[src/rtl/decode_pkg.sv]
// Shared types and tables for the 3-to-8 code player.
// FSM state enum, seven-segment lookup table and decode helpers.
package decode_pkg;

  typedef enum logic [0:0] {
    IDLE = 1'b0,
    SHOW = 1'b1
  } state_e;

  // Active-low {a,b,c,d,e,f,g,dp}; dp is always off.
  localparam logic [7:0] SEG_LUT [0:7] = '{
    8'h03, 8'h9F, 8'h25, 8'h0D,
    8'h99, 8'h49, 8'h41, 8'h1F
  };

  localparam logic [7:0] SEG_BLANK = 8'hFF;

  function automatic logic [7:0] seg_of(
    input logic [2:0] code
  );
    return SEG_LUT[code];
  endfunction

  function automatic logic [7:0] onehot_of(
    input logic [2:0] code
  );
    return 8'(1) << code;
  endfunction

endpackage

[src/rtl/code_fifo.sv]
// Small circular FIFO holding queued codes for the player.
// Ports: clk, rst_n (async low), i_push/i_data, i_pop, o_head, o_level, o_full.
module code_fifo #(
  parameter int WIDTH = 3,
  parameter int DEPTH = 4
) (
  input  logic                     clk,
  input  logic                     rst_n,
  input  logic                     i_push,
  input  logic [WIDTH-1:0]         i_data,
  input  logic                     i_pop,
  output logic [WIDTH-1:0]         o_head,
  output logic [$clog2(DEPTH):0]   o_level,
  output logic                     o_full
);

  localparam int AW = $clog2(DEPTH);
  localparam int LW = AW + 1;
  localparam logic [LW-1:0] FULL_LVL = LW'(DEPTH);

  logic [WIDTH-1:0] r_mem [DEPTH];
  logic [AW-1:0]    r_wr;
  logic [AW-1:0]    r_rd;
  logic [LW-1:0]    r_level;

  logic w_push_ok;
  logic w_pop_ok;

  // Full is judged on the registered level, so a push
  // while full is lost even if a pop frees a slot.
  assign w_push_ok = i_push && (r_level != FULL_LVL);
  assign w_pop_ok  = i_pop && (r_level != '0);

  always_ff @(posedge clk) begin
    if (w_push_ok) begin
      r_mem[r_wr] <= i_data;
    end
  end

  always_ff @(posedge clk or negedge rst_n) begin
    if (!rst_n) begin
      r_wr    <= '0;
      r_rd    <= '0;
      r_level <= '0;
    end else begin
      if (w_push_ok) begin
        r_wr <= r_wr + AW'(1);
      end
      if (w_pop_ok) begin
        r_rd <= r_rd + AW'(1);
      end
      unique case ({w_push_ok, w_pop_ok})
        2'b10:   r_level <= r_level + LW'(1);
        2'b01:   r_level <= r_level - LW'(1);
        default: r_level <= r_level;
      endcase
    end
  end

  assign o_head  = r_mem[r_rd];
  assign o_level = r_level;
  assign o_full  = (r_level == FULL_LVL);

endmodule

[src/rtl/decode3_8_player.sv]
// Buffers 3-bit codes and shows each on one-hot LEDs and a 7-seg digit.
// Ports: clk, rst_n, en, in_valid/in_code/in_ready, out, out_valid, seg, level.
module decode3_8_player
  import decode_pkg::*;
#(
  parameter int HOLD_CYCLES = 4,
  parameter int DEPTH       = 4
) (
  input  logic                   clk,
  input  logic                   rst_n,
  input  logic                   en,
  input  logic                   in_valid,
  input  logic [2:0]             in_code,
  output logic                   in_ready,
  output logic [7:0]             out,
  output logic                   out_valid,
  output logic [7:0]             seg,
  output logic [$clog2(DEPTH):0] level
);

  localparam int TW = $clog2(HOLD_CYCLES + 1);
  localparam logic [TW-1:0] RELOAD = TW'(HOLD_CYCLES - 1);

  logic [$clog2(DEPTH):0] w_level;
  logic [2:0]             w_head;
  logic                   w_full;
  logic                   w_push;
  logic                   w_pop;
  logic                   w_has;

  state_e        r_state;
  logic [TW-1:0] r_timer;
  logic [2:0]    r_cur;
  logic          r_valid;
  logic [7:0]    r_out;
  logic [7:0]    r_seg;

  state_e        w_nxt_state;
  logic [TW-1:0] w_nxt_timer;
  logic [2:0]    w_nxt_cur;
  logic          w_nxt_valid;

  assign in_ready = !w_full;
  assign w_push   = in_valid && in_ready;
  assign w_has    = (w_level != '0);

  code_fifo #(
    .WIDTH (3),
    .DEPTH (DEPTH)
  ) u_fifo (
    .clk     (clk),
    .rst_n   (rst_n),
    .i_push  (w_push),
    .i_data  (in_code),
    .i_pop   (w_pop),
    .o_head  (w_head),
    .o_level (w_level),
    .o_full  (w_full)
  );

  always_comb begin
    w_nxt_state = r_state;
    w_nxt_timer = r_timer;
    w_nxt_cur   = r_cur;
    w_nxt_valid = r_valid;
    w_pop       = 1'b0;
    unique case (r_state)
      IDLE: begin
        if (en && w_has) begin
          w_pop       = 1'b1;
          w_nxt_cur   = w_head;
          w_nxt_timer = RELOAD;
          w_nxt_valid = 1'b1;
          w_nxt_state = SHOW;
        end
      end
      SHOW: begin
        if (!en) begin
          // Code on display is dropped; queue stays.
          w_nxt_valid = 1'b0;
          w_nxt_timer = '0;
          w_nxt_state = IDLE;
        end else if (r_timer != '0) begin
          w_nxt_timer = r_timer - TW'(1);
        end else if (w_has) begin
          // Back-to-back: next code with no blank cycle.
          w_pop       = 1'b1;
          w_nxt_cur   = w_head;
          w_nxt_timer = RELOAD;
        end else begin
          w_nxt_valid = 1'b0;
          w_nxt_state = IDLE;
        end
      end
      default: begin
        w_nxt_valid = 1'b0;
        w_nxt_timer = '0;
        w_nxt_state = IDLE;
      end
    endcase
  end

  always_ff @(posedge clk or negedge rst_n) begin
    if (!rst_n) begin
      r_state <= IDLE;
      r_timer <= '0;
      r_cur   <= '0;
      r_valid <= 1'b0;
      r_out   <= '0;
      r_seg   <= SEG_BLANK;
    end else begin
      r_state <= w_nxt_state;
      r_timer <= w_nxt_timer;
      r_cur   <= w_nxt_cur;
      r_valid <= w_nxt_valid;
      r_out   <= w_nxt_valid ? onehot_of(w_nxt_cur)
                             : 8'h00;
      r_seg   <= w_nxt_valid ? seg_of(w_nxt_cur)
                             : SEG_BLANK;
    end
  end

  assign out       = r_out;
  assign out_valid = r_valid;
  assign seg       = r_seg;
  assign level     = w_level;

endmodule

[config.mk]
export PLATFORM = sky130hd
export DESIGN_NAME = decode3_8_player
export DESIGN_NICKNAME = d
export VERILOG_FILES = /design/src/rtl/decode_pkg.sv /design/src/rtl/code_fifo.sv /design/src/rtl/decode3_8_player.sv
export SDC_FILE = /design/constraint.sdc
export NUM_CORES = 1
export LEC_CHECK = 0
export CAP_MARGIN = 10
export CORE_AREA = 2 2 61 63
export CTS_CLUSTER_SIZE = 40
export DETAILED_ROUTE_END_ITERATION = 8
export DIE_AREA = 0 0 63 65
export GPL_ROUTABILITY_DRIVEN = 1
export GPL_TIMING_DRIVEN = 0
export PLACE_DENSITY = 0.85
export SETUP_SLACK_MARGIN = 0.5
export SKIP_LAST_GASP = 1
export SYNTH_ARGS = -nofsm -noshare
export SYNTH_HDL_FRONTEND = slang
export SYNTH_SLANG_ARGS = --single-unit
[constraint.sdc]
create_clock -name clk -period 5.65 [get_ports clk]
set_input_delay 1.13 -clock clk [delete_from_list [all_inputs] [get_ports clk]]
set_output_delay 1.13 -clock clk [all_outputs]
set_load 0.03 [all_outputs]
# Word level (Yosys, flattened, before mapping)
# Memories as Yosys holds them, arrays and structs flattened.
# Cells that the tools add are included.
dict set report classes {
  add_sub_neg 5
  multipliers 0
  div_mod_pow 0
  magnitude_cmp 1
  n_eq_ne 6
  n_shift 1
  n_mux 30
  bitwise_logic 2
  n_reduce_logical 9
}
# cell count
set ops {}
lappend ops {{two-way mux 8 bit} 4}
lappend ops {{two-way mux 3 bit} 8}
lappend ops {{one-hot mux 3 bit (2 select lines)} 3}
lappend ops {{two-way mux 1 bit} 12}
lappend ops {{left shift 1 x 3 -> 8 bit (first input constant)} 1}
lappend ops {{one-hot mux 1 bit (2 select lines)} 3}
lappend ops {{nonzero test 3 bit} 2}
lappend ops {{subtractor 3 x 1 -> 3 bit (second input constant)} 2}
lappend ops {{adder 2 x 1 -> 2 bit (second input constant)} 2}
lappend ops {{greater-or-equal comparator 4 bit (second input constant)} 1}
lappend ops {{logical AND 1 bit} 4}
lappend ops {{!= test 4 x 3 -> 1 bit (second input constant)} 1}
lappend ops {{inverter 3 -> 4 bit} 1}
lappend ops {{adder 3 x 1 -> 3 bit (second input constant)} 1}
lappend ops {{== test 3 bit (second input constant)} 1}
lappend ops {{!= test 3 bit (second input constant)} 1}
lappend ops {{== test 2 x 1 -> 1 bit (second input constant)} 1}
lappend ops {{== test 2 bit (second input constant)} 1}
lappend ops {{!= test 2 bit (second input constant)} 1}
lappend ops {{AND reduction 2 bit} 1}
lappend ops {{nonzero test 2 bit} 1}
lappend ops {{zero test 1 bit} 1}
lappend ops {{inverter 1 bit} 1}
dict set report word_totals {
  register_bits 31
  latchBits 0
  ram_bits 12
  rom_bits 64
  in_bits 7
  out_inout_bits 21
  wordCells 65
  mem_count 2
}
# memory words word_bits rd rd_ports_with_merged_regs wr line_no
set mem_list {}
lappend mem_list {{(no name shown)} 8 8 1 0 0 decode_pkg.sv:21} ;# return SEG_LUT[code];
lappend mem_list {u_fifo.r_mem 4 3 1 0 1 code_fifo.sv:21} ;# logic [WIDTH-1:0] r_mem [DEPTH];

# Depth between registers and ports, before layout
dict set report logic_depth {
  depth_word 10
  ltp_mapped 10
  depth_no_buf 10
}

# Modules after synthesis
# From an unflattened synthesis, not the netlist that was laid out.
dict set report unflattened {
  hier_cells 145
  hier_area_um2 1928.1
}
# mod n_inst cells_each area_per_inst_um2 seq_area_each_um2
set by_module_without_submodules {}
lappend by_module_without_submodules {decode3_8_player 1 93 1068.5 584.3}
lappend by_module_without_submodules {code_fifo 1 52 859.6 535.5}

# Worst setup path after synthesis
# OpenSTA, ideal clock, no wires.
dict set report synth_path {
  kind {input-to-reg}
  from {in en}
  to {reg u_fifo.r_level[2] (netlist: u_fifo.o_level[2])}
  setup_time_ps 81
  arrival_ps 2466
  required_time_ps 5569
  setup_slack_ps 3103
  stages 8
  path_buffers 0
  cell_sequence {o31ai_4 -> a21oi_4 -> ha_1 -> inv_1 -> fa_1 -> xor2_1 -> nor2_1 -> xor2_1}
}
dict set report synth_via {
  elab_chain_cells 6
  elab_cells_between_ends 9
  classes_between {eq/ne: 2; mux: 4; reduce/logical: 3}
}
# element line_no
set synth_rtl {}
lappend synth_rtl {{start: declaration} decode3_8_player.sv:11} ;# input logic en,
lappend synth_rtl {{logical AND 1 bit} decode3_8_player.sv:69} ;# if (en && w_has) begin
lappend synth_rtl {{two-way mux 1 bit} decode3_8_player.sv:69}
lappend synth_rtl {{one-hot mux 1 bit (2 select lines) *} decode3_8_player.sv:67} ;# unique case (r_state)
lappend synth_rtl {{logical AND 1 bit *} code_fifo.sv:32} ;# assign w_pop_ok = i_pop && (r_level != '0);
lappend synth_rtl {{named net u_fifo.w_pop_ok} code_fifo.sv:27} ;# logic w_pop_ok;
lappend synth_rtl {{== test 2 x 1 -> 1 bit or == test 2 bit (tied branches)} code_fifo.sv:52} ;# unique case ({w_push_ok, w_pop_ok})
lappend synth_rtl {{one-hot mux 3 bit (2 select lines) or nonzero test 2 bit (tied branches)} n/a}
lappend synth_rtl {{end signal: assignment} code_fifo.sv:53} ;# 2'b10: r_level <= r_level + LW'(1);
lappend synth_rtl {{end signal: assignment} code_fifo.sv:54} ;# 2'b01: r_level <= r_level - LW'(1);
lappend synth_rtl {{end signal: assignment} code_fifo.sv:55} ;# default: r_level <= r_level;
lappend synth_rtl {{end: declaration} code_fifo.sv:24} ;# logic [LW-1:0] r_level;
# Mark *: on every way through the listed nets, which the timed path passes. The rest lies on a longest branch.
# A chain may end at the register's enable or synchronous reset.

# Final worst setup path
dict set report layout_path {
  from {in en}
  to {reg r_seg[7] (netlist: seg[7])}
}
dict set report layout_via {
  elab_chain_cells 8
  elab_cells_between_ends 12
  classes_between {mux: 9; bitwise: 1; reduce/logical: 1; memory: 1}
}
# element line_no
set layout_rtl {}
lappend layout_rtl {{logical AND 1 bit} decode3_8_player.sv:69}
lappend layout_rtl {{two-way mux 3 bit} decode3_8_player.sv:69}
lappend layout_rtl {{one-hot mux 3 bit (2 select lines) *} decode3_8_player.sv:67}
lappend layout_rtl {{named net w_nxt_cur[0]} decode3_8_player.sv:40} ;# logic [2:0] w_nxt_cur;
lappend layout_rtl {{inverter 3 -> 4 bit (implied by the code) *} decode_pkg.sv:21}
lappend layout_rtl {{memory read (8 x 8 bit) *} n/a}
lappend layout_rtl {{two-way mux 8 bit (implied by the code) * (2 in series)} decode_pkg.sv:21}
lappend layout_rtl {{two-way mux 8 bit *} decode3_8_player.sv:118} ;# r_seg <= w_nxt_valid ? seg_of(w_nxt_cur)
lappend layout_rtl {{end signal: assignment} decode3_8_player.sv:118}
lappend layout_rtl {{end: declaration} decode3_8_player.sv:36} ;# logic [7:0] r_seg;
# Mark *: on every way through the listed nets, which the timed path passes. The rest lies on a longest branch. The select of a mux whose other input is x is not followed.

==> flow_metrics.py <==
metrics = {
    "synthesis": {
        "syn_inst": 135,
        "synth_edf_count": 12,
        "yosys.area_share.simple_pct": 10.3,
        "yosysWarnings": 0,
        "ys_ff_latch": 42,
        "synth-compound-area-share_pct": 7.38,
        "ys_seq_area_share_pct": 59.0,
        "synthXorXnorAreaFrac_pct": 2.77,
        "synth_area_per_cell_um2": 14.1,
        "synthMuxAreaShare_pct": 7.38,
        "post-synth-top-count-cell": "dfrtp_1",
        "synthAdderAreaFrac_pct": 8.97,
        "synth.top_cells.by_count": "dfrtp_1 (23), edfxtp_1 (12), ha_1 (12), inv_1 (12), nand2_1 (10)",
        "ys_async_sr_fraction_pct": 71.4,
        "yosysTopAreaCellShare_pct": 30.3,
        "yosysTopAreaCell": "dfrtp_1",
        "synth.area.top_cells": "dfrtp_1 (30%), edfxtp_1 (19%), dfstp_2 (9.7%)",
        "synth_top_family_by_area": "simple AND/OR/NAND/NOR gates",
        "syn_area_um2": 1900,
        "yosys_most_used_dff": "dfrtp_1",
        "synth_cell_types": 38,
        "syn_nets": 155,
    },
    "global_route": {
        "grt_pass1_wl_um": 5030,
        "grt_pass1_vias": 1106,
        "antenna_found_initial": 0,
        "grt_max_degree": 31,
        "grt_overflow": 0,
        "gr-usage-all-layers_pct": 16.2,
    },
    "sta": {
        "skew_ns": 0.00819,
        "period_share_pct": 53.7,
        "worstMarginPinSlew_ns": 0.623,
        "whs_ns": 0.539,
        "finalSetupViolCount": 0,
        "setup_tns_ns": 0,
        "finalHoldViolCount": 0,
        "slew_violations": 0,
        "slew_headroom_pct": 58.5,
        "fmax_mhz": 330,
        "rsz0062_at_grt": "false",
        "min_period_ns": 3.03,
    },
    "floorplan": {
        "fp.dieW_um": 63,
        "dieArea_um2": 4100,
        "core.rowCount": 22,
        "core_um2": 3500,
        "initial_core_util_pct": 54.3,
        "die_y_um": 65,
        "boundaryPins": 28,
    },
    "cts": {
        "root_buffer": "clkbuf_4",
        "cts_resized": 0,
        "clock_path_buffers": 2,
        "cts_sinks": 42,
        "cts_tree": "yes",
        "h-tree-depth": 2,
        "ctsHoldBuffers": 0,
        "cts_buffers": 5,
        "clkLatencyLatePin_ns": 0.34,
        "clk_pin_slew_ns": 0.11,
        "cts_setup_buffers": 0,
    },
    "power": {
        "p_seq_share_pct": 37.8,
        "p_comb_share_pct": 52.0,
        "clkPwrFrac_pct": 10.2,
        "ir_drop_mv": 0.233,
        "net-switching-power_w": 0.000540,
        "p_int_w": 0.000795,
        "p_per_area_nw_per_um2": 590,
        "power_leakage_nw": 0.991,
        "switching_share_pct": 40.4,
    },
    "critical_path": {
        "arrival_ns": 3.30,
        "path_class": "in -> reg",
        "crit_chain": "clkdlybuf4s50_1 -> o31ai_4 -> a21oi_4 -> mux2i_1 -> inv_1 -> ha_1 -> nor2_1 -> o21ai_0",
        "slowest_stage": "clkdlybuf4s50_1",
        "r2r_cells": 9,
        "worst_ep_required_time_ns": 5.91,
        "slowest_delay_ns": 0.58,
        "start_kind": "input pin",
        "path_max_fanout": 6,
        "critPathCaptureType": "flip-flop",
    },
    "route": {
        "antenna_left": 0,
        "first_pass_iters": 4,
        "wirelength_um": 2850,
        "vias": 1107,
        "drt-wirelength-per-cell_um": 13.1,
        "via_per_inst": 5.10,
        "drt_iter0_drc": 21,
        "drc": 0,
    },
    "placement": {
        "io_buffers": 26,
        "hpwlAfterDp_um": 2220,
        "dp.cells": 209,
        "gp_congestion": 0.727,
    },
    "finish": {
        "drive_gt1_share_pct": 21.9,
        "fin_nets": 188,
        "diodes": 0,
        "syn2layout_area_growth_pct": 19.2,
        "instances_no_fill": 217,
    },
    "job": {
        "max-cap-violations": 0,
    },
    "min_path": {
        "hold_depth": 1,
        "hold_path.class": "reg -> reg",
    },
    "outcome": {
        "status": "finished clean",
    },
}
[power groups by stage]
stage	Sequential, W	Clock, W	Combinational [W]
after floorplan	0.000604	0	0.000400
after global placement	0.000504	0	0.000672
after detailed placement	0.000512	0	0.000700
after CTS	0.000507	0.000140	0.000703
after global routing	0.000519	0.000153	0.000763
final	0.000505	0.000136	0.000694
[routing by layer]
layer	vias to the layer above	share of wire (%)	GRT usage [%]
met1	543	39	17.3
met4	0	1.4	6.67
met2	28	55	30.5
met3	5	4.1	4.17
met5	-	0	0
li1	531	-	-
[logic make-up (layout without fill, tap and decap cells)]
| family | count (synthesis) | after routing |
|---|---|---|
| flip-flops | 42 | 42 |
| AND/OR/NAND/NOR | 33 | 33 |
| AO/OA/AOI/OAI | 16 | 16 |
| buffers and inverters | 16 | 50 |
| adder cells (fa/ha/maj) | 13 | 13 |
| multiplexers | 8 | 8 |
| XOR/XNOR | 6 | 6 |
| other | 1 | 1 |
[stage by stage]
stage | cell area (um^2) | util (%) | total power (W) | setup WS, ns
after floorplan | 1900 | - | 0.00100 | 3.10
after global placement | 2220 | 63.5 | 0.00118 | 2.33
after detailed placement | 2220 | 63.5 | 0.00121 | 2.24
after CTS | 2270 | 64.9 | 0.00135 | 2.60
after global routing | 2260 | 64.7 | 0.00143 | 2.42
final | 2260 | 64.7 | 0.00133 | 2.62
[cells in the final DEF (no fill, tap or decap), types with 2 or more instances in the layout]
| cell type | instances |
|---|---|
| and3_1 | 4 |
| and3_2 | 8 |
| buf_2 | 2 |
| clkbuf_1 | 3 |
| clkbuf_4 | 5 |
| clkdlybuf4s50_1 | 25 |
| dfrtp_1 | 23 |
| dfstp_2 | 7 |
| edfxtp_1 | 12 |
| ha_1 | 12 |
| inv_1 | 12 |
| mux2_2 | 2 |
| mux2i_1 | 2 |
| mux4_1 | 2 |
| nand2_1 | 10 |
| nand2b_4 | 2 |
| nand3_1 | 2 |
| nor2_1 | 4 |
| o211ai_1 | 2 |
| o21ai_0 | 5 |
| xnor2_1 | 3 |
| xor2_1 | 3 |
[path summary, 6_finish.rpt]
check	start	end	slack, ns
worst max-delay path	en	seg[7]	2.62
worst min-delay path	r_timer[1]	r_timer[1]	0.54
worst max register to register	r_timer[1]	seg[7]	3.30
worst min register to register	r_timer[1]	r_timer[1]	0.54
max in group asynchronous	rst_n	r_cur[1]	4.45
min in group asynchronous	rst_n	r_timer[1]	0.79
[critical path: cells and delay by family]
| family | cells | cell delay, ns |
|---|---|---|
| simple gates | 1 | 0.16 |
| buf+inv | 2 | 0.73 |
| compound gates | 3 | 0.56 |
| mux | 1 | 0.46 |
| fa+ha+maj | 1 | 0.25 |
[flip-flops by register name, indices dropped and copies added, names as in the netlist]
signal	count
u_fifo.r_mem	12
u_fifo.r_wr	2
u_fifo.o_level	3
r_timer	3
r_cur	3
out_valid	1
u_fifo.r_rd	2
out	8
seg	7
r_state	1
[cell type report]
type,count,area (um^2)
sequential,42,1120
clock buffer,8,48.8
buffer,3,23.8
tap,48,60.1
inverter,13,51.3
fill,272,1230
multi-input combinational,77,703
timing repair buffer,26,255
(Power assumes the default switching activity.)
==> RTL change (same settings) <==
`DEPTH` is set to 4 in 2 places; all go to 8.
--- a/src/rtl/code_fifo.sv
+++ b/src/rtl/code_fifo.sv
@@ -2,7 +2,7 @@
 // Ports: clk, rst_n (async low), i_push/i_data, i_pop, o_head, o_level, o_full.
 module code_fifo #(
   parameter int WIDTH = 3,
-  parameter int DEPTH = 4
+  parameter int DEPTH = 8
 ) (
   input  logic                     clk,
   input  logic                     rst_n,
--- a/src/rtl/decode3_8_player.sv
+++ b/src/rtl/decode3_8_player.sv
@@ -4,7 +4,7 @@
   import decode_pkg::*;
 #(
   parameter int HOLD_CYCLES = 4,
-  parameter int DEPTH       = 4
+  parameter int DEPTH       = 8
 ) (
   input  logic                   clk,
   input  logic                   rst_n,
Ports: changed (resized level); port bits go from 28 to 29. No check against the original RTL was run, so the function may have changed too.
==> RTL change against the unedited design <==
Global-route usage grew 10 points; combinational power grew 22%; synthesized cell count grew 37%; critical path type unchanged; synthesized area grew 34%; final area grew 32%; count of clock-buffer cells in the layout grew 4; wire length grew 69%; sequential cell count grew 15; worst setup slack lost 0.53 ns; register-to-register slack lost 0.52 ns; power grew 30%; clock power grew 64%; highest routed layer unchanged; sequential power grew 32%.
==> RTL change: results (changes against the unedited design) <==
Worst setup path
The biggest fanout along the worst timing path is 10 (+4). The endpoint of the most critical register-to-register path is u_fifo.o_level[3]. The maximum single-stage delay on the critical path is 0.63 ns (+0.05 ns). The arrival time at the worst endpoint came to 3.81 ns (+0.51 ns).

The cell depth of the worst flop-to-flop path is 12 (+3).

Finish
The number of nets in the final layout was 244 (+30%). The number of flip-flops under the largest register name is 24 (+12). The number of inserted filler cells in the final layout is 177 (-35%). The fraction of final layout cells with drive strength greater than 1 is 0.162 (-0.0574).

Yosys
The synthesized net count is 205 (+32%). Yosys attributes the largest share of cell area to sky130_fd_sc_hd__edfxtp_1, sky130_fd_sc_hd__dfrtp_1, sky130_fd_sc_hd__dfstp_2. The portion of the post-synthesis area used by sequential elements is 0.612 (+0.0223). The number of enable flip-flop cells after synthesis is 24 (+12).

In the synthesized netlist, the cells that appear most often are sky130_fd_sc_hd__dfrtp_1, sky130_fd_sc_hd__edfxtp_1, sky130_fd_sc_hd__nand2_1. The share of synthesized flip-flops with an asynchronous set or reset is 0.579 (-0.135). The count of different cell masters after synthesis is 48 (+26%).

Place
The global placement routability congestion came to 0.895 (+23%). The number of port buffers came to 27 (+3.8%).

Clock tree
The worst-skew pair later-pin latency is 0.38 ns (+0.04 ns). The H-tree depth reported by CTS is 3 (+1). The total CTS buffers is 9 (+4).

Drt
The number of design-rule violations left by the first detailed-router iteration is 84 (+300%). The final wirelength came to 4830 um (+69%). The vias per cell is 5.69 (+12%).

Hold path
The capture endpoint of the worst hold path is r_timer[0]. The startpoint identified for the worst hold timing path is r_timer[0]. The worst hold path cell count is 1 (unchanged).

STA
The setup skew after layout is 0.0230 ns (+0.0148 ns). The worst hold slack is 0.500 ns (-0.0392 ns).

Pwr
The worst ir drop on vdd is 0.408 mV (+75%). The leakage power is 1.27 nW (+28%).

Global route
The first-pass GRT wire length is 7780 um (+55%). The via count of the first global-routing pass is 1,631 (+47%).

Status
The flow ran to the end, and the final reports show no timing, DRC or antenna violations.
## RTL change: logic make-up after synthesis
group,after synthesis,share of synthesized area
flops,57,0.612
simple gates,53,0.101
compound gates,24,0.0621
buf+inv,17,0.0374
fa+ha+maj,13,0.0670
mux,13,0.0946
xor+xnor,7,0.0241
other cells,1,0.00148
## RTL change: report_power, final
part           total [W]  internal, W  switching (W)
combinational   0.000844     0.000362       0.000482
clock           0.000223    0.0000883       0.000135
sequential      0.000668     0.000581      0.0000876
## RTL change: area by class of cell
class	count	area (um^2)	share of cell area
buffer	8	61.3	0.0205
clock buffer	12	78.8	0.0263
clock inverter	4	20.0	0.00668
inverter	9	33.8	0.0113
multi-input combinational	111	890	0.297
sequential	57	1560	0.519
tap	48	60.1	0.0200
timing repair buffer	28	298	0.0994
## RTL change: per-layer routing
layer	vias to the layer above	track usage	routed length (um)
met5	-	0	0
li1	739	-	-
met3	6	0.0625	252
met1	772	0.318	1990
met4	0	0.131	74
met2	59	0.448	2510
## RTL change: metrics by stage
| stage | instances | setup slack [ns] | instance area, um^2 |
|---|---|---|---|
| 2_1_floorplan | 185 | 2.70 | 2540 |
| 3_3_place_gp | 260 | 1.83 | 2870 |
| 3_5_place_dp | 261 | 1.73 | 2900 |
| 4_1_cts | 277 | 2.10 | 3000 |
| 5_1_grt | 277 | 1.98 | 3000 |
| 6_report | 277 | 2.09 | 3000 |
## RTL change: worst max path at each step
stage | from | to
3_5_place_dp | en | u_fifo.o_level[3]
2_1_floorplan | en | u_fifo.o_level[3]
6_report | en | u_fifo.o_level[3]
4_1_cts | en | u_fifo.o_level[3]
3_3_place_gp | en | u_fifo.o_level[3]
5_1_grt | en | u_fifo.o_level[3]
